[config.mk]
export PLATFORM = sky130hd
export DESIGN_NAME = bcd_serial_subtractor
export DESIGN_NICKNAME = d
export VERILOG_FILES = /design/src/rtl/bcd_serial_subtractor.sv
export SDC_FILE = /design/constraint.sdc
export NUM_CORES = 1
export LEC_CHECK = 0
export BUFFER_PORTS_ARGS = -buffer_cell sky130_fd_sc_hd__buf_2
export CAP_MARGIN = 30
export CELL_PAD_IN_SITES_DETAIL_PLACEMENT = 1
export CELL_PAD_IN_SITES_GLOBAL_PLACEMENT = 1
export CORE_AREA = 2 2 82 84
export DETAILED_ROUTE_END_ITERATION = 8
export DIE_AREA = 0 0 84 86
export PLACE_DENSITY = 0.91
export SLEW_MARGIN = 20
export SYNTH_ARGS = -nofsm -noshare
export SYNTH_HDL_FRONTEND = slang
export SYNTH_SLANG_ARGS = --single-unit
[constraint.sdc]
create_clock -name clk -period 4.6 [get_ports clk]
set_input_delay 0 -clock clk [delete_from_list [all_inputs] [get_ports clk]]
set_output_delay 0 -clock clk [all_outputs]
set_load 0.01 [all_outputs]
[src/rtl/bcd_serial_subtractor.sv]
// Digit-serial BCD subtractor: diff = A - B - bin, one digit per clock, LSD first.
// Optional BCD_SUB_NEGMAG_EN: negative results are re-negated to a magnitude with neg=1.
module bcd_serial_subtractor #(
    parameter int DIGITS = 4
) (
    input  logic                  clk,
    input  logic                  rst_n,
    input  logic                  in_valid,
    output logic                  in_ready,
    input  logic [4*DIGITS-1:0]   a,
    input  logic [4*DIGITS-1:0]   b,
    input  logic                  bin,
    output logic                  out_valid,
    input  logic                  out_ready,
    output logic [4*DIGITS-1:0]   diff,
    output logic                  bout,
    output logic                  neg,
    output logic                  err
);

    localparam int W  = 4 * DIGITS;
    localparam int IW = $clog2(DIGITS) + 1;
    localparam logic [IW-1:0] LAST_IDX = IW'(DIGITS - 1);
    localparam logic [IW-1:0] FIN_IDX  = IW'(DIGITS);

    typedef enum logic [1:0] {
        IDLE,
        RUN,
        NEGFIX,
        DONE
    } state_t;

    state_t          state_q, state_d;
    logic            rdy_q;
    logic [W-1:0]    a_q, b_q, diff_q;
    logic [IW-1:0]   idx_q;
    logic            brw_q;
    logic            bout_q, neg_q, err_q;

    logic [4:0]      t;
    logic [3:0]      d;
    logic            brw_n;
    logic [W-1:0]    dext;
    logic [W-1:0]    diff_shift;
    logic            accept;
    logic            last;
    logic            fin;

    function automatic logic has_nonbcd(input logic [W-1:0] v);
        logic r;
        r = 1'b0;
        for (int unsigned i = 0; i < DIGITS; i++) begin
            if (v[4*i +: 4] > 4'd9) r = 1'b1;
        end
        return r;
    endfunction

    assign accept = in_valid && in_ready;
    assign last   = (idx_q == LAST_IDX);
    assign fin    = (idx_q == FIN_IDX);

    // Operands shift right so the active digit is always the low nibble;
    // result digits enter at the top and end up LSD-aligned after DIGITS shifts.
    always_comb begin
        t          = {1'b0, a_q[3:0]} - {1'b0, b_q[3:0]} - {4'b0000, brw_q};
        brw_n      = t[4];
        d          = t[4] ? (t[3:0] + 4'd10) : t[3:0];
        dext       = '0;
        dext[W-1 -: 4] = d;
        diff_shift = (diff_q >> 4) | dext;
    end

    always_ff @(posedge clk or negedge rst_n) begin
        if (!rst_n) state_q <= IDLE;
        else        state_q <= state_d;
    end

    always_comb begin
        state_d = state_q;
        case (state_q)
            IDLE: if (accept) state_d = RUN;
            RUN: begin
                if (fin) begin
`ifdef BCD_SUB_NEGMAG_EN
                    state_d = brw_q ? NEGFIX : DONE;
`else
                    state_d = DONE;
`endif
                end
            end
`ifdef BCD_SUB_NEGMAG_EN
            NEGFIX: if (last) state_d = DONE;
`endif
            DONE: if (out_ready) state_d = IDLE;
            default: state_d = IDLE;
        endcase
    end

    always_ff @(posedge clk or negedge rst_n) begin
        if (!rst_n) begin
            rdy_q  <= 1'b0;
            a_q    <= '0;
            b_q    <= '0;
            diff_q <= '0;
            idx_q  <= '0;
            brw_q  <= 1'b0;
            bout_q <= 1'b0;
            neg_q  <= 1'b0;
            err_q  <= 1'b0;
        end else begin
            rdy_q <= 1'b1;
            case (state_q)
                IDLE: begin
                    if (accept) begin
                        a_q    <= a;
                        b_q    <= b;
                        brw_q  <= bin;
                        idx_q  <= '0;
                        err_q  <= has_nonbcd(a) | has_nonbcd(b);
                        bout_q <= 1'b0;
                        neg_q  <= 1'b0;
                    end
                end
                RUN: begin
                    if (!fin) begin
                        a_q    <= a_q >> 4;
                        b_q    <= b_q >> 4;
                        diff_q <= diff_shift;
                        brw_q  <= brw_n;
                        idx_q  <= idx_q + 1'b1;
                    end else begin
                        bout_q <= brw_q;
                        neg_q  <= brw_q;
`ifdef BCD_SUB_NEGMAG_EN
                        // Negative wrap 10^N - |v| is re-subtracted from zero to yield |v|.
                        if (brw_q) begin
                            a_q   <= '0;
                            b_q   <= diff_q;
                            brw_q <= 1'b0;
                            idx_q <= '0;
                        end
`endif
                    end
                end
`ifdef BCD_SUB_NEGMAG_EN
                NEGFIX: begin
                    a_q    <= a_q >> 4;
                    b_q    <= b_q >> 4;
                    diff_q <= diff_shift;
                    brw_q  <= brw_n;
                    idx_q  <= idx_q + 1'b1;
                end
`endif
                default: ;
            endcase
        end
    end

    assign in_ready  = rdy_q && (state_q == IDLE);
    assign out_valid = (state_q == DONE);
    assign diff      = diff_q;
    assign bout      = bout_q;
    assign neg       = neg_q;
    assign err       = err_q;

endmodule
==> results.json <==
{
  "nFillCells": 702,
  "p_per_area_nw_per_um2": 792.7,
  "post-cts-setup-buffer-count": 0,
  "fin_nets": 387,
  "grt_max_degree": 58,
  "multi_input_area_um2": 1191,
  "critPathKind": "flip-flop to flip-flop",
  "syn_inst": 251,
  "synth_area_per_cell_um2": 10.99,
  "grt_pass1_vias": 2501,
  "hold_class": "input port to flip-flop",
  "ir_worst_vdd_uv": 430.3,
  "ff_latch_area_um2": 1426,
  "min_period_ns": 2.457,
  "clock-sinks": 57,
  "ys_seq_elements": 57,
  "dp.final_hpwl_um": 4283,
  "hold_viol": 0,
  "cp.arrival_ns": 2.64,
  "worstMarginPinSlew_ns": 0.7450,
  "synth-main-ff-cell": "dfrtp_1",
  "drt_iter0_drc": 104,
  "grt_antenna_before_repair": 0,
  "row_count": 29,
  "post-route-period-util_pct": 53.42,
  "rr_worst_depth": 7,
  "grt.total_usage_pct": 23.79,
  "r2r_start": "a_q[0]$_DFFE_PN0P_",
  "cts_root_buf": "clkbuf_8",
  "endpoint": "diff[13]$_DFFE_PN0P_",
  "coreArea_um2": 6277,
  "routed_wl_um": 8087,
  "fin_util_pct": 56.67,
  "cts_tree": "done",
  "drc": 0,
  "highest_layer": "met4",
  "async_reset_ff_share_pct": 100.0,
  "leakage_nw": 1.776,
  "start_util_pct": 43.93,
  "slew_violations": 0,
  "numCtsBuffers": 9,
  "wl_met1_um": 3066,
  "diodes": 0,
  "dr.pass1.iters": 4,
  "layout_common_cells": "dfrtp_1 (57), buf_2 (57), nand2_1 (35)",
  "wire_per_inst_um": 19.25,
  "reg2reg_to": "diff[13]$_DFFE_PN0P_",
  "ys_seq_area_share_pct": 51.72,
  "die_h_um": 86,
  "dr_wl_met3_um": 336,
  "clock_path_buffers": 2,
  "outcome": "complete, no violations",
  "end_kind": "flip-flop",
  "portBuffers": 57,
  "place.gp.congestion": 0.7485,
  "relSlewSlack_pct": 50.21,
  "overflow": 0,
  "postSynthNetCount": 299,
  "die_w_um": 84,
  "ios": 58,
  "ctsHtreeMaxLevel": 3,
  "ant_nets": 0,
  "vias_per_cell": 5.381,
  "synth-edff-count": 0,
  "die_area_um2": 7224,
  "max_clock_freq_mhz": 407.0,
  "tns_ns": 0,
  "synthesis.area_um2": 2758,
  "critPathRequiredTime_ns": 4.79,
  "layout-area-overhead-vs-synth_pct": 28.99,
  "route.met2.wl_um": 4259,
  "yosys_warnings": 0,
  "setup_viol_count_final": 0,
  "vias": 2260,
  "skew_ns": 0.01648,
  "reg2reg_slack_ns": 2.14,
  "drive_gt1_share_pct": 25.36,
  "clk_latency_ns": 0.34,
  "critPathLaunchType": "flip-flop",
  "grt_first_pass_wirelength_um": 12940,
  "netlist-cell-type-count": 34,
  "rsz0062_at_grt": "false",
  "critPathMaxFanout": 3,
  "clk_pin_slew_ns": 0.07,
  "maxCapViolations": 0,
  "startpoint": "a_q[0]$_DFFE_PN0P_"
}
## power by group
| part | total [mW] | leakage (nW) | internal (mW) | switching, mW |
|---|---|---|---|---|
| Combinational | 1.47 | 0.962 | 0.641 | 0.824 |
| Clock | 0.448 | 0.0980 | 0.234 | 0.214 |
| Sequential | 0.906 | 0.716 | 0.733 | 0.173 |
| Total | 2.82 | 1.78 | 1.61 | 1.21 |
## Yosys cell counts (3+ instances only)
master	instances	area share (%)
nor2_1	6	0.82
mux2_2	9	3.7
a21oi_1	4	0.73
inv_1	10	1.4
buf_2	7	1.3
mux2_1	3	1.2
a22o_1	9	2.9
nand2_1	35	4.8
o21ai_1	23	4.2
dfrtp_1	57	52
xor2_1	4	1.3
ha_1	9	4.1
o21ai_0	17	3.1
buf_6	5	2.0
mux2i_1	25	9.1
and2_1	3	0.68
## kinds of logic after synthesis
family / after synthesis / synth area share (%)
muxes: 37 / 13.97
buffers and inverters: 25 / 5.353
other: 1 / 0.1360
AOI/OAI and AO/OA: 59 / 12.66
adders and majority gates: 11 / 5.536
xor gates and xnor gates: 6 / 1.906
DFF: 57 / 51.72
and+or+nand+nor: 55 / 8.712
## state kept, by name, summed over array words and instances, names as in the netlist
| register | cells |
|---|---|
| a_q | 16 |
| state_q | 2 |
| b_q | 16 |
| idx_q | 3 |
| rdy_q | 1 |
| diff | 16 |
| brw_q | 1 |
| err | 1 |
| neg | 1 |
## worst max-delay path, cell delays in order (launching register included)
cell and delay, ns:
dfrtp_1 0.41, fa_1 0.49, fa_1 0.43, nand2b_1 0.19
a211o_1 0.31, and2_1 0.22, xor2_1 0.18, o21ai_1 0.07
## routing by layer
layer	up-vias	GRT usage (%)
li1	1033	-
met1	1125	25.31
met2	76	42.18
met3	26	6.160
met4	0	14.96
met5	-	0
## layout make-up
| cell class | count | share of cell area (%) |
|---|---|---|
| Clock inverter | 3 | 0.4221 |
| Inverter | 10 | 1.055 |
| Clock buffer | 12 | 4.643 |
| Multi-Input combinational cell | 169 | 33.49 |
| Tap cell | 77 | 2.708 |
| Sequential cell | 57 | 40.10 |
| Timing Repair Buffer | 92 | 17.59 |
## repair_timing
action                                 CTS  global route
endpoints found under the hold margin   87             1
gates resized for setup                  0             0
hold buffers                            30             1
## worst min-delay path by stage
stage | from | end | slack, ns | depth (start not counted)
detailed placement | rst_n | diff[1]$_DFFE_PN0P_ | 0.19 | 2
global route | b[0] | b_q[0]$_DFFE_PN0P_ | 0.01 | 3
global placement | rst_n | diff[3]$_DFFE_PN0P_ | 0.18 | 2
finish | b[0] | b_q[0]$_DFFE_PN0P_ | 0.007 | 3
CTS | b[0] | b_q[0]$_DFFE_PN0P_ | 0.007 | 3
floorplan | rst_n | a_q[0]$_DFFE_PN0P_ | -0.30 | 0
## stage by stage
| step | power (mW) | setup WS (ns) | hold WS (ns) | std cells | cell area (um^2) |
|---|---|---|---|---|---|
| floorplan | 1.991 | 2.361 | -0.2956 | 251 | 2758 |
| global placement | 2.183 | 2.299 | 0.1811 | 374 | 3067 |
| detailed placement | 2.284 | 2.200 | 0.1933 | 374 | 3067 |
| CTS | 2.771 | 2.135 | 0.007352 | 419 | 3547 |
| global route | 3.042 | 2.034 | 0.009560 | 420 | 3557 |
| finish | 2.820 | 2.143 | 0.006719 | 420 | 3557 |
(Power assumes the default switching activity.)
